[src/rtl/kws_decision_filter.sv]
// kws_decision_filter
// Smooths the per-inference winner of the keyword-spotting accelerator with a
// sliding-window majority vote before it reaches the Result/Inf_Done pins.
// Weak winners (score below threshold) and out-of-range classes are recorded
// as the silence class; a detection starts a hold-off of accepted inferences.
//
// Ports:
//   clk, rst            clock, asynchronous active-high reset
//   cfg_en              filter enable (0 keeps the filter flushed)
//   flush               one-cycle clear of history, counters, fill, hold-off
//   cfg_win_len         vote window length W (0 -> 1, > HIST_DEPTH -> HIST_DEPTH)
//   cfg_min_votes       votes needed for a detection
//   cfg_score_th        signed score threshold
//   cfg_silence_class   class index that never counts as a detection
//   cfg_holdoff         accepted inferences suppressed after a detection
//   inf_valid/inf_ready input handshake; inf_class/inf_score winner data
//   Inf_Done            one-cycle pulse per processed inference
//   Result              last detected class (held)
//   det_valid           one-cycle detection pulse, concurrent with Inf_Done
//   det_votes           vote count of the window winner
module kws_decision_filter #(
    parameter int N_CLASS    = 12,
    parameter int HIST_DEPTH = 8,
    parameter int SCORE_W    = 16,
    localparam int CLASS_W   = $clog2(N_CLASS),
    localparam int VOTE_W    = $clog2(HIST_DEPTH + 1)
) (
    input  logic               clk,
    input  logic               rst,
    input  logic               cfg_en,
    input  logic               flush,
    input  logic [VOTE_W-1:0]  cfg_win_len,
    input  logic [VOTE_W-1:0]  cfg_min_votes,
    input  logic [SCORE_W-1:0] cfg_score_th,
    input  logic [CLASS_W-1:0] cfg_silence_class,
    input  logic [7:0]         cfg_holdoff,
    input  logic               inf_valid,
    output logic               inf_ready,
    input  logic [CLASS_W-1:0] inf_class,
    input  logic [SCORE_W-1:0] inf_score,
    output logic               Inf_Done,
    output logic [CLASS_W-1:0] Result,
    output logic               det_valid,
    output logic [VOTE_W-1:0]  det_votes
);

    localparam int PTR_W  = (HIST_DEPTH > 1) ? $clog2(HIST_DEPTH) : 1;
    // One counter per encodable class index so that a silence class outside
    // 0..N_CLASS-1 still has a slot; only 0..N_CLASS-1 take part in the scan.
    localparam int N_SLOT = 2 ** CLASS_W;

    typedef enum logic [1:0] {IDLE, UPDATE, SCAN, DECIDE} state_t;

    state_t             state_reg;
    logic [CLASS_W-1:0] hist_reg [HIST_DEPTH];
    logic [VOTE_W-1:0]  cnt_reg  [N_SLOT];
    logic [VOTE_W-1:0]  fill_reg;
    logic [PTR_W-1:0]   wr_ptr_reg;
    logic [7:0]         holdoff_cnt_reg;

    // Inference and configuration captured at acceptance.
    logic [CLASS_W-1:0] label_reg;
    logic [VOTE_W-1:0]  win_reg;
    logic [VOTE_W-1:0]  min_votes_reg;
    logic [CLASS_W-1:0] silence_reg;
    logic [7:0]         holdoff_cfg_reg;

    logic [CLASS_W-1:0] scan_idx_reg;
    logic [CLASS_W-1:0] best_class_reg;
    logic [VOTE_W-1:0]  best_votes_reg;

    logic [VOTE_W-1:0]  win_eff;
    logic [CLASS_W-1:0] label_in;
    logic [PTR_W:0]     ev_sum;
    logic [PTR_W-1:0]   ev_ptr;
    logic [CLASS_W-1:0] ev_class;
    logic               accept;

    // Ready is masked by rst so every output reads 0 while reset is applied.
    assign inf_ready = (state_reg == IDLE) && cfg_en && !flush && !rst;
    assign accept    = inf_valid && inf_ready;

    always_comb begin
        win_eff = cfg_win_len;
        if (cfg_win_len == '0)
            win_eff = VOTE_W'(1);
        else if (cfg_win_len > VOTE_W'(HIST_DEPTH))
            win_eff = VOTE_W'(HIST_DEPTH);
    end

    always_comb begin
        label_in = inf_class;
        if (($signed(inf_score) < $signed(cfg_score_th)) || (int'(inf_class) >= N_CLASS))
            label_in = cfg_silence_class;
    end

    // Oldest entry of the window: (wr_ptr - W) mod HIST_DEPTH, computed
    // without going negative.
    always_comb begin
        ev_sum = {1'b0, wr_ptr_reg} + (PTR_W+1)'(HIST_DEPTH) - (PTR_W+1)'(win_reg);
        if (ev_sum >= (PTR_W+1)'(HIST_DEPTH))
            ev_sum = ev_sum - (PTR_W+1)'(HIST_DEPTH);
        ev_ptr   = ev_sum[PTR_W-1:0];
        ev_class = hist_reg[ev_ptr];
    end

    always_ff @(posedge clk or posedge rst) begin
        if (rst) begin
            state_reg       <= IDLE;
            for (int i = 0; i < HIST_DEPTH; i++) hist_reg[i] <= '0;
            for (int i = 0; i < N_SLOT; i++)     cnt_reg[i]  <= '0;
            fill_reg        <= '0;
            wr_ptr_reg      <= '0;
            holdoff_cnt_reg <= '0;
            label_reg       <= '0;
            win_reg         <= '0;
            min_votes_reg   <= '0;
            silence_reg     <= '0;
            holdoff_cfg_reg <= '0;
            scan_idx_reg    <= '0;
            best_class_reg  <= '0;
            best_votes_reg  <= '0;
            Inf_Done        <= 1'b0;
            det_valid       <= 1'b0;
            Result          <= '0;
            det_votes       <= '0;
        end else begin
            Inf_Done  <= 1'b0;
            det_valid <= 1'b0;
            if (flush || !cfg_en) begin
                // Abort anything in flight; Result and det_votes are held.
                state_reg       <= IDLE;
                for (int i = 0; i < HIST_DEPTH; i++) hist_reg[i] <= '0;
                for (int i = 0; i < N_SLOT; i++)     cnt_reg[i]  <= '0;
                fill_reg        <= '0;
                wr_ptr_reg      <= '0;
                holdoff_cnt_reg <= '0;
            end else begin
                case (state_reg)
                    IDLE: begin
                        if (accept) begin
                            label_reg       <= label_in;
                            win_reg         <= win_eff;
                            min_votes_reg   <= cfg_min_votes;
                            silence_reg     <= cfg_silence_class;
                            holdoff_cfg_reg <= cfg_holdoff;
                            state_reg       <= UPDATE;
                        end
                    end
                    UPDATE: begin
                        hist_reg[wr_ptr_reg] <= label_reg;
                        if (wr_ptr_reg == PTR_W'(HIST_DEPTH - 1))
                            wr_ptr_reg <= '0;
                        else
                            wr_ptr_reg <= wr_ptr_reg + PTR_W'(1);
                        if (fill_reg == win_reg) begin
                            // Full window: evict the oldest label; a matching
                            // eviction leaves all counters unchanged.
                            if (ev_class != label_reg) begin
                                cnt_reg[ev_class]  <= cnt_reg[ev_class] - VOTE_W'(1);
                                cnt_reg[label_reg] <= cnt_reg[label_reg] + VOTE_W'(1);
                            end
                        end else begin
                            cnt_reg[label_reg] <= cnt_reg[label_reg] + VOTE_W'(1);
                            fill_reg           <= fill_reg + VOTE_W'(1);
                        end
                        scan_idx_reg   <= '0;
                        best_class_reg <= '0;
                        best_votes_reg <= '0;
                        state_reg      <= SCAN;
                    end
                    SCAN: begin
                        // Strict compare keeps the lowest index on ties.
                        if (cnt_reg[scan_idx_reg] > best_votes_reg) begin
                            best_votes_reg <= cnt_reg[scan_idx_reg];
                            best_class_reg <= scan_idx_reg;
                        end
                        if (scan_idx_reg == CLASS_W'(N_CLASS - 1))
                            state_reg <= DECIDE;
                        else
                            scan_idx_reg <= scan_idx_reg + CLASS_W'(1);
                    end
                    DECIDE: begin
                        Inf_Done  <= 1'b1;
                        det_votes <= best_votes_reg;
                        if ((fill_reg == win_reg) && (best_class_reg != silence_reg) &&
                            (best_votes_reg >= min_votes_reg) && (holdoff_cnt_reg == 8'd0)) begin
                            Result          <= best_class_reg;
                            det_valid       <= 1'b1;
                            holdoff_cnt_reg <= holdoff_cfg_reg;
                        end else if (holdoff_cnt_reg != 8'd0) begin
                            holdoff_cnt_reg <= holdoff_cnt_reg - 8'd1;
                        end
                        state_reg <= IDLE;
                    end
                    default: state_reg <= IDLE;
                endcase
            end
        end
    end

endmodule

[config.mk]
export PLATFORM = sky130hd
export DESIGN_NAME = kws_decision_filter
export DESIGN_NICKNAME = d
export VERILOG_FILES = /design/src/rtl/kws_decision_filter.sv
export SDC_FILE = /design/constraint.sdc
export NUM_CORES = 1
export LEC_CHECK = 0
export ABC_CLOCK_PERIOD_IN_PS = 15500
export CELL_PAD_IN_SITES_DETAIL_PLACEMENT = 1
export CELL_PAD_IN_SITES_GLOBAL_PLACEMENT = 1
export CORE_MARGIN = 8
export CORE_UTILIZATION = 50
export CTS_CLUSTER_DIAMETER = 150
export DETAILED_ROUTE_END_ITERATION = 10
export GPL_ROUTABILITY_DRIVEN = 0
export PLACE_DENSITY_LB_ADDON = 0.3
export SLEW_MARGIN = 10
export SYNTH_ARGS = -nofsm -noshare
export SYNTH_HDL_FRONTEND = slang
export SYNTH_SLANG_ARGS = --single-unit
export TNS_END_PERCENT = 10
[constraint.sdc]
create_clock -name clk -period 15.5 [get_ports clk]
set_clock_uncertainty 0.2 [all_clocks]
set_input_delay 3.1 -clock clk [delete_from_list [all_inputs] [get_ports clk]]
set_output_delay 3.1 -clock clk [all_outputs]
set_load 0.005 [all_outputs]
# Word level (Yosys, flattened, before mapping)
# Index checks and enable logic that the tools add are counted.
[word_totals]
regBits = 159
latchBits = 0
ramBits = 0
mem_bits_ro = 0
out_inout_bits = 11
word_cells = 172
mem_count = 0
[op_classes]
addsub = 9
n_mul = 0
div_mod_pow = 0
order_cmp = 14
n_eq_ne = 14
shift = 0
mux = 57
bitwise = 6
reduce_logical = 32
[op_table]
columns = ["op", "n"]
rows = [
  ["$mux 64", 4],
  ["$bwmux 64", 3],
  ["$mux 4", 20],
  ["$mux 32", 2],
  ["$bmux 4 s4", 3],
  ["$bwmux 32", 1],
  ["$demux 4 s4", 2],
  ["$mux 8", 4],
  ["$pmux 4 s2", 3],
  ["$ge 4x4->1 const B", 4],
  ["$lt 16x16->1", 1],
  ["$ge 5x5->1 const B", 3],
  ["$not 4->5", 3],
  ["$add 4x1->4 const B", 3],
  ["$bmux 4 s3", 1],
  ["$demux 4 s3", 1],
  ["$mux 3", 4],
  ["$reduce_and 3->1", 4],
  ["$logic_and 1x1->1", 10],
  ["$lt 5x1->1 const B", 2],
  ["$reduce_and 2->1", 5],
  ["$logic_not 8->1", 1],
  ["$ne 4x4->1", 2],
  ["$not 3->4", 2],
  ["29 further kinds", 44],
]

# Logic depth before layout (Yosys ltp)
[depth]
word_depth = 19
ltp_mapped = 20
ltp_nobuf = 16

# Worst setup path after synthesis
# OpenSTA, ideal clock, no wires.
[synth_path]
path_type = "input -> output"
start = "input rst"
end = "output inf_ready"
arrival_time_ps = 6972
path_slack_ps = 5228
cell_stages = 2
path_buffers = 0
path_cell_list = "inv_1 -> and3_1"
[synth_between]
elab_chain_cells = 2
[synth_lines]
columns = ["element", "line_no", "text"]
rows = [
  ["from (decl)", "29", "input logic rst,"],
  ["$logic_not 1->1 (no line)", "n/a", ""],
  ["$logic_and 1x1->1", "80", "assign inf_ready = (state_reg == IDLE) && cfg_en && !flush && !rst;"],
  ["to (decl)", "38", "output logic inf_ready,"],
]
# No other way between the ends.

# Worst setup path after layout
# Same ends and word-level chain as after synthesis.

==> impl_metrics.prom <==
# TYPE chip_impl_metric gauge
chip_impl_info{name="outcome",value="finished, final reports clean"} 1
chip_impl_metric{name="synthArstFlopShare",unit="%"} 100.0
chip_impl_metric{name="layout.core_utilization",unit="%"} 57.45
chip_impl_metric{name="grt_antenna_before_repair",unit=""} 0
chip_impl_metric{name="synth.net_count",unit=""} 1221
chip_impl_metric{name="timing.critical_path.fanout_max",unit=""} 86
chip_impl_metric{name="maxSlewViolCount",unit=""} 0
chip_impl_info{name="critPathTopFamily",value="buffers and inverters"} 1
chip_impl_info{name="worst_path_max_delay_cell",value="inv_6"} 1
chip_impl_metric{name="die_area",unit="um^2"} 25990
chip_impl_metric{name="clkSinkCount",unit=""} 159
chip_impl_info{name="regToRegStartpoint",value="wr_ptr_reg[0]$_DFFE_PP0P_"} 1
chip_impl_metric{name="avgRoutedWirePerCell",unit="um"} 25.69
chip_impl_metric{name="place.port_buffers",unit=""} 71
chip_impl_metric{name="distinct_cells_synth",unit=""} 70
chip_impl_metric{name="cts.htree.levels",unit=""} 4
chip_impl_metric{name="number_of_flip_flops_under_the_largest_register_name",unit=""} 64
chip_impl_metric{name="yosysSeqAreaShare",unit="%"} 37.73
chip_impl_metric{name="grt-ovfl-total",unit=""} 0
chip_impl_metric{name="yosys_warnings",unit=""} 0
chip_impl_info{name="timing.setup.critical_path_class",value="input pin to output port"} 1
chip_impl_metric{name="drive_gt1_share",unit="%"} 11.49
chip_impl_metric{name="crit_buf_inv",unit=""} 3
chip_impl_metric{name="via_count_of_the_first_global_routing_pass",unit=""} 10220
chip_impl_metric{name="final_nets",unit=""} 1250
chip_impl_info{name="layout_common_cells",value="218 x nand2_1, 158 x dfrtp_1, 90 x nor2_1"} 1
chip_impl_metric{name="clockBufferDepth",unit=""} 2
chip_impl_metric{name="totalPowerFinal",unit="mW"} 1.275
chip_impl_info{name="postSynth.topFlopCell",value="dfrtp_1"} 1
chip_impl_metric{name="synth-edff-count",unit=""} 0
chip_impl_metric{name="via_count",unit=""} 9589
chip_impl_metric{name="top_level_ports",unit=""} 72
chip_impl_metric{name="ant_nets",unit=""} 0
chip_impl_metric{name="design.core.area",unit="um^2"} 20890
chip_impl_metric{name="irDropWorstVdd",unit="V"} 0.00006909
chip_impl_metric{name="power_density",unit="nW/um^2"} 106.2
chip_impl_metric{name="groute.usage.overall",unit="%"} 28.82
chip_impl_metric{name="mapped_area",unit="um^2"} 10550
chip_impl_metric{name="grt_max_degree",unit=""} 87
chip_impl_metric{name="postRouteWirelength",unit="mm"} 37.02
chip_impl_metric{name="clkSlewWorstSetupHoldPaths",unit="ns"} 0.07
chip_impl_metric{name="worstHoldPathCells",unit=""} 2
chip_impl_metric{name="final.min_clock_period",unit="ns"} 8.320
chip_impl_metric{name="drc",unit=""} 0
chip_impl_metric{name="timing.max_slew.rel_slack",unit="%"} 30.90
chip_impl_metric{name="antenna_cells_inserted",unit=""} 0
chip_impl_metric{name="worst-path-stages",unit=""} 4
chip_impl_metric{name="fmax",unit="MHz"} 120.2
chip_impl_info{name="path_common_cell",value="clkdlybuf4s50_1"} 1
chip_impl_metric{name="syn-instance-count",unit=""} 1124
chip_impl_metric{name="cellLeakagePower",unit="nW"} 5.095
chip_impl_metric{name="setup_total_negative_slack",unit="ns"} 0
chip_impl_info{name="most_common_library_cell_in_the_layout_ignoring_fill_and_taps",value="nand2_1"} 1
chip_impl_info{name="clock_tree_from_tritoncts",value="done"} 1
chip_impl_metric{name="area_growth",unit="%"} 13.81
chip_impl_metric{name="timing_hold_violations_final",unit=""} 0
chip_impl_metric{name="drt_pass1_iterations",unit=""} 7
chip_impl_info{name="timing.critical_path.cells",value="clkdlybuf4s50_1 -> inv_6 -> and3_1 -> clkdlybuf4s50_1"} 1
chip_impl_metric{name="viasPerCell",unit=""} 6.654
chip_impl_metric{name="timing.reg2reg.worst_path_depth",unit=""} 16
chip_impl_metric{name="grt_first_pass_wirelength",unit="mm"} 58.58
chip_impl_metric{name="post_cts_setup_buffer_count",unit=""} 0
chip_impl_metric{name="std_cell_rows",unit=""} 53
chip_impl_metric{name="chipHeight",unit="um"} 161.2
chip_impl_info{name="holdCritPathClass",value="flop to flop"} 1
chip_impl_info{name="rsz0062_at_grt",value="false"} 1
chip_impl_info{name="critical_path_startpoint",value="rst"} 1
chip_impl_metric{name="critPathMaxStageDelay",unit="ns"} 0.60
chip_impl_metric{name="die_x",unit="um"} 161.2
chip_impl_metric{name="post_cts_resized",unit=""} 0
chip_impl_metric{name="cts-buffers-inserted",unit=""} 17
chip_impl_metric{name="holdBufCountCts",unit=""} 0
chip_impl_metric{name="floorplan.initialDensity",unit="%"} 50.48
chip_impl_info{name="root_cell_of_the_clock_tree",value="clkbuf_16"} 1
chip_impl_metric{name="clk-insertion-delay-late",unit="ns"} 0.44
chip_impl_info{name="hold_path_startpoint",value="det_votes[3]$_DFFE_PP0P_"} 1
chip_impl_metric{name="post_synth.cell_area_avg",unit="um^2"} 9.382
chip_impl_metric{name="crit_arrival",unit="ns"} 5.02
chip_impl_metric{name="number_of_storage_elements_in_the_synthesis_netlist",unit=""} 159
chip_impl_metric{name="timing.max_cap.violations",unit=""} 0
chip_impl_info{name="setup.worst_path.start_class",value="input pin"} 1
chip_impl_metric{name="detailedRoute.firstIterationViolations",unit=""} 1155
chip_impl_metric{name="fin_crit_sh",unit="%"} 53.68
chip_impl_metric{name="final_setup_violation_count",unit=""} 0
chip_impl_metric{name="cp_data_required_time",unit="ns"} 12.20
chip_impl_info{name="kind_of_end_point_of_the_critical_path",value="output port"} 1
chip_impl_metric{name="place_hpwl",unit="mm"} 24.47
chip_impl_metric{name="tightestPinTransition",unit="ns"} 1.037
==> metal layers <==
layer	GRT usage, %	wire length [um]
met4	16.29	1995
met5	0	0
met3	7.101	3252
met2	45.28	17180
met1	35.86	14590
==> power breakdown <==
group	internal, mW	total [mW]	switching (mW)	leakage (nW)
Clock	0.243	0.439	0.197	0.279
Combinational	0.111	0.392	0.281	2.64
Sequential	0.431	0.444	0.0132	2.18
==> cell type report <==
class | instances | area [um^2]
tap | 275 | 344.1
clock buffer | 17 | 425.4
clock inverter | 15 | 175.2
fill | 2395 | 8887
timing repair buffer | 87 | 830.8
sequential | 159 | 3980
multi-input combinational | 847 | 6087
inverter | 41 | 158.9
==> Yosys cell counts, types with 29 or more instances <==
library cell  number  share of area [%]
o31ai_1           33                2.3
clkbuf_1          51                1.8
mux2i_1           48                4.6
mux4_2            45                9.6
nor2_1            90                3.2
o21ai_0           51                2.4
inv_1             41                1.5
ha_1              35                4.2
nor3_1            29                1.4
dfrtp_1          159                 38
nand2_1          218                7.8
a21oi_1           30                1.4
==> tightest hold or removal path: stages, from the launching register on <==
cell     delay, ns
dfrtp_1       0.34
nand2_1       0.04
o21ai_0       0.06
==> stage by stage <==
stage	hold WS, ns	worst slack, ns	std cells	cell area (um^2)
3_5_place_dp	0.2608	7.120	1409	11400
4_1_cts	0.2895	7.116	1441	12000
5_1_grt	0.3061	7.029	1441	12000
2_1_floorplan	0.2404	5.228	1124	10550
6_report	0.2827	7.180	1441	12000
3_3_place_gp	0.2590	7.149	1409	11400
==> cells by family after synthesis <==
| kind of cell | count (synthesis) | share of synthesized area, % |
|---|---|---|
| and+or+nand+nor | 435 | 18.33 |
| AOI/OAI and AO/OA | 248 | 16.74 |
| DFF | 159 | 37.73 |
| buffers and inverters | 118 | 4.829 |
| muxes | 104 | 15.83 |
| adders and majority gates | 36 | 4.343 |
| xor gates and xnor gates | 24 | 2.195 |
==> path summary, 6_finish.rpt <==
kind / endpoint / slack [ns]
max in group asynchronous: label_reg[0]$_DFFE_PP0P_ / 10.53
setup reg to reg: cnt_reg[41]$_DFFE_PP0P_ / 9.35
min in group asynchronous: holdoff_cfg_reg[2]$_DFFE_PP0P_ / 3.01
hold / removal: det_votes[3]$_DFFE_PP0P_ / 0.28
setup / recovery: inf_ready / 7.18
hold reg to reg: det_votes[3]$_DFFE_PP0P_ / 0.28
Note: power is estimated with default switching activity, not from simulation.
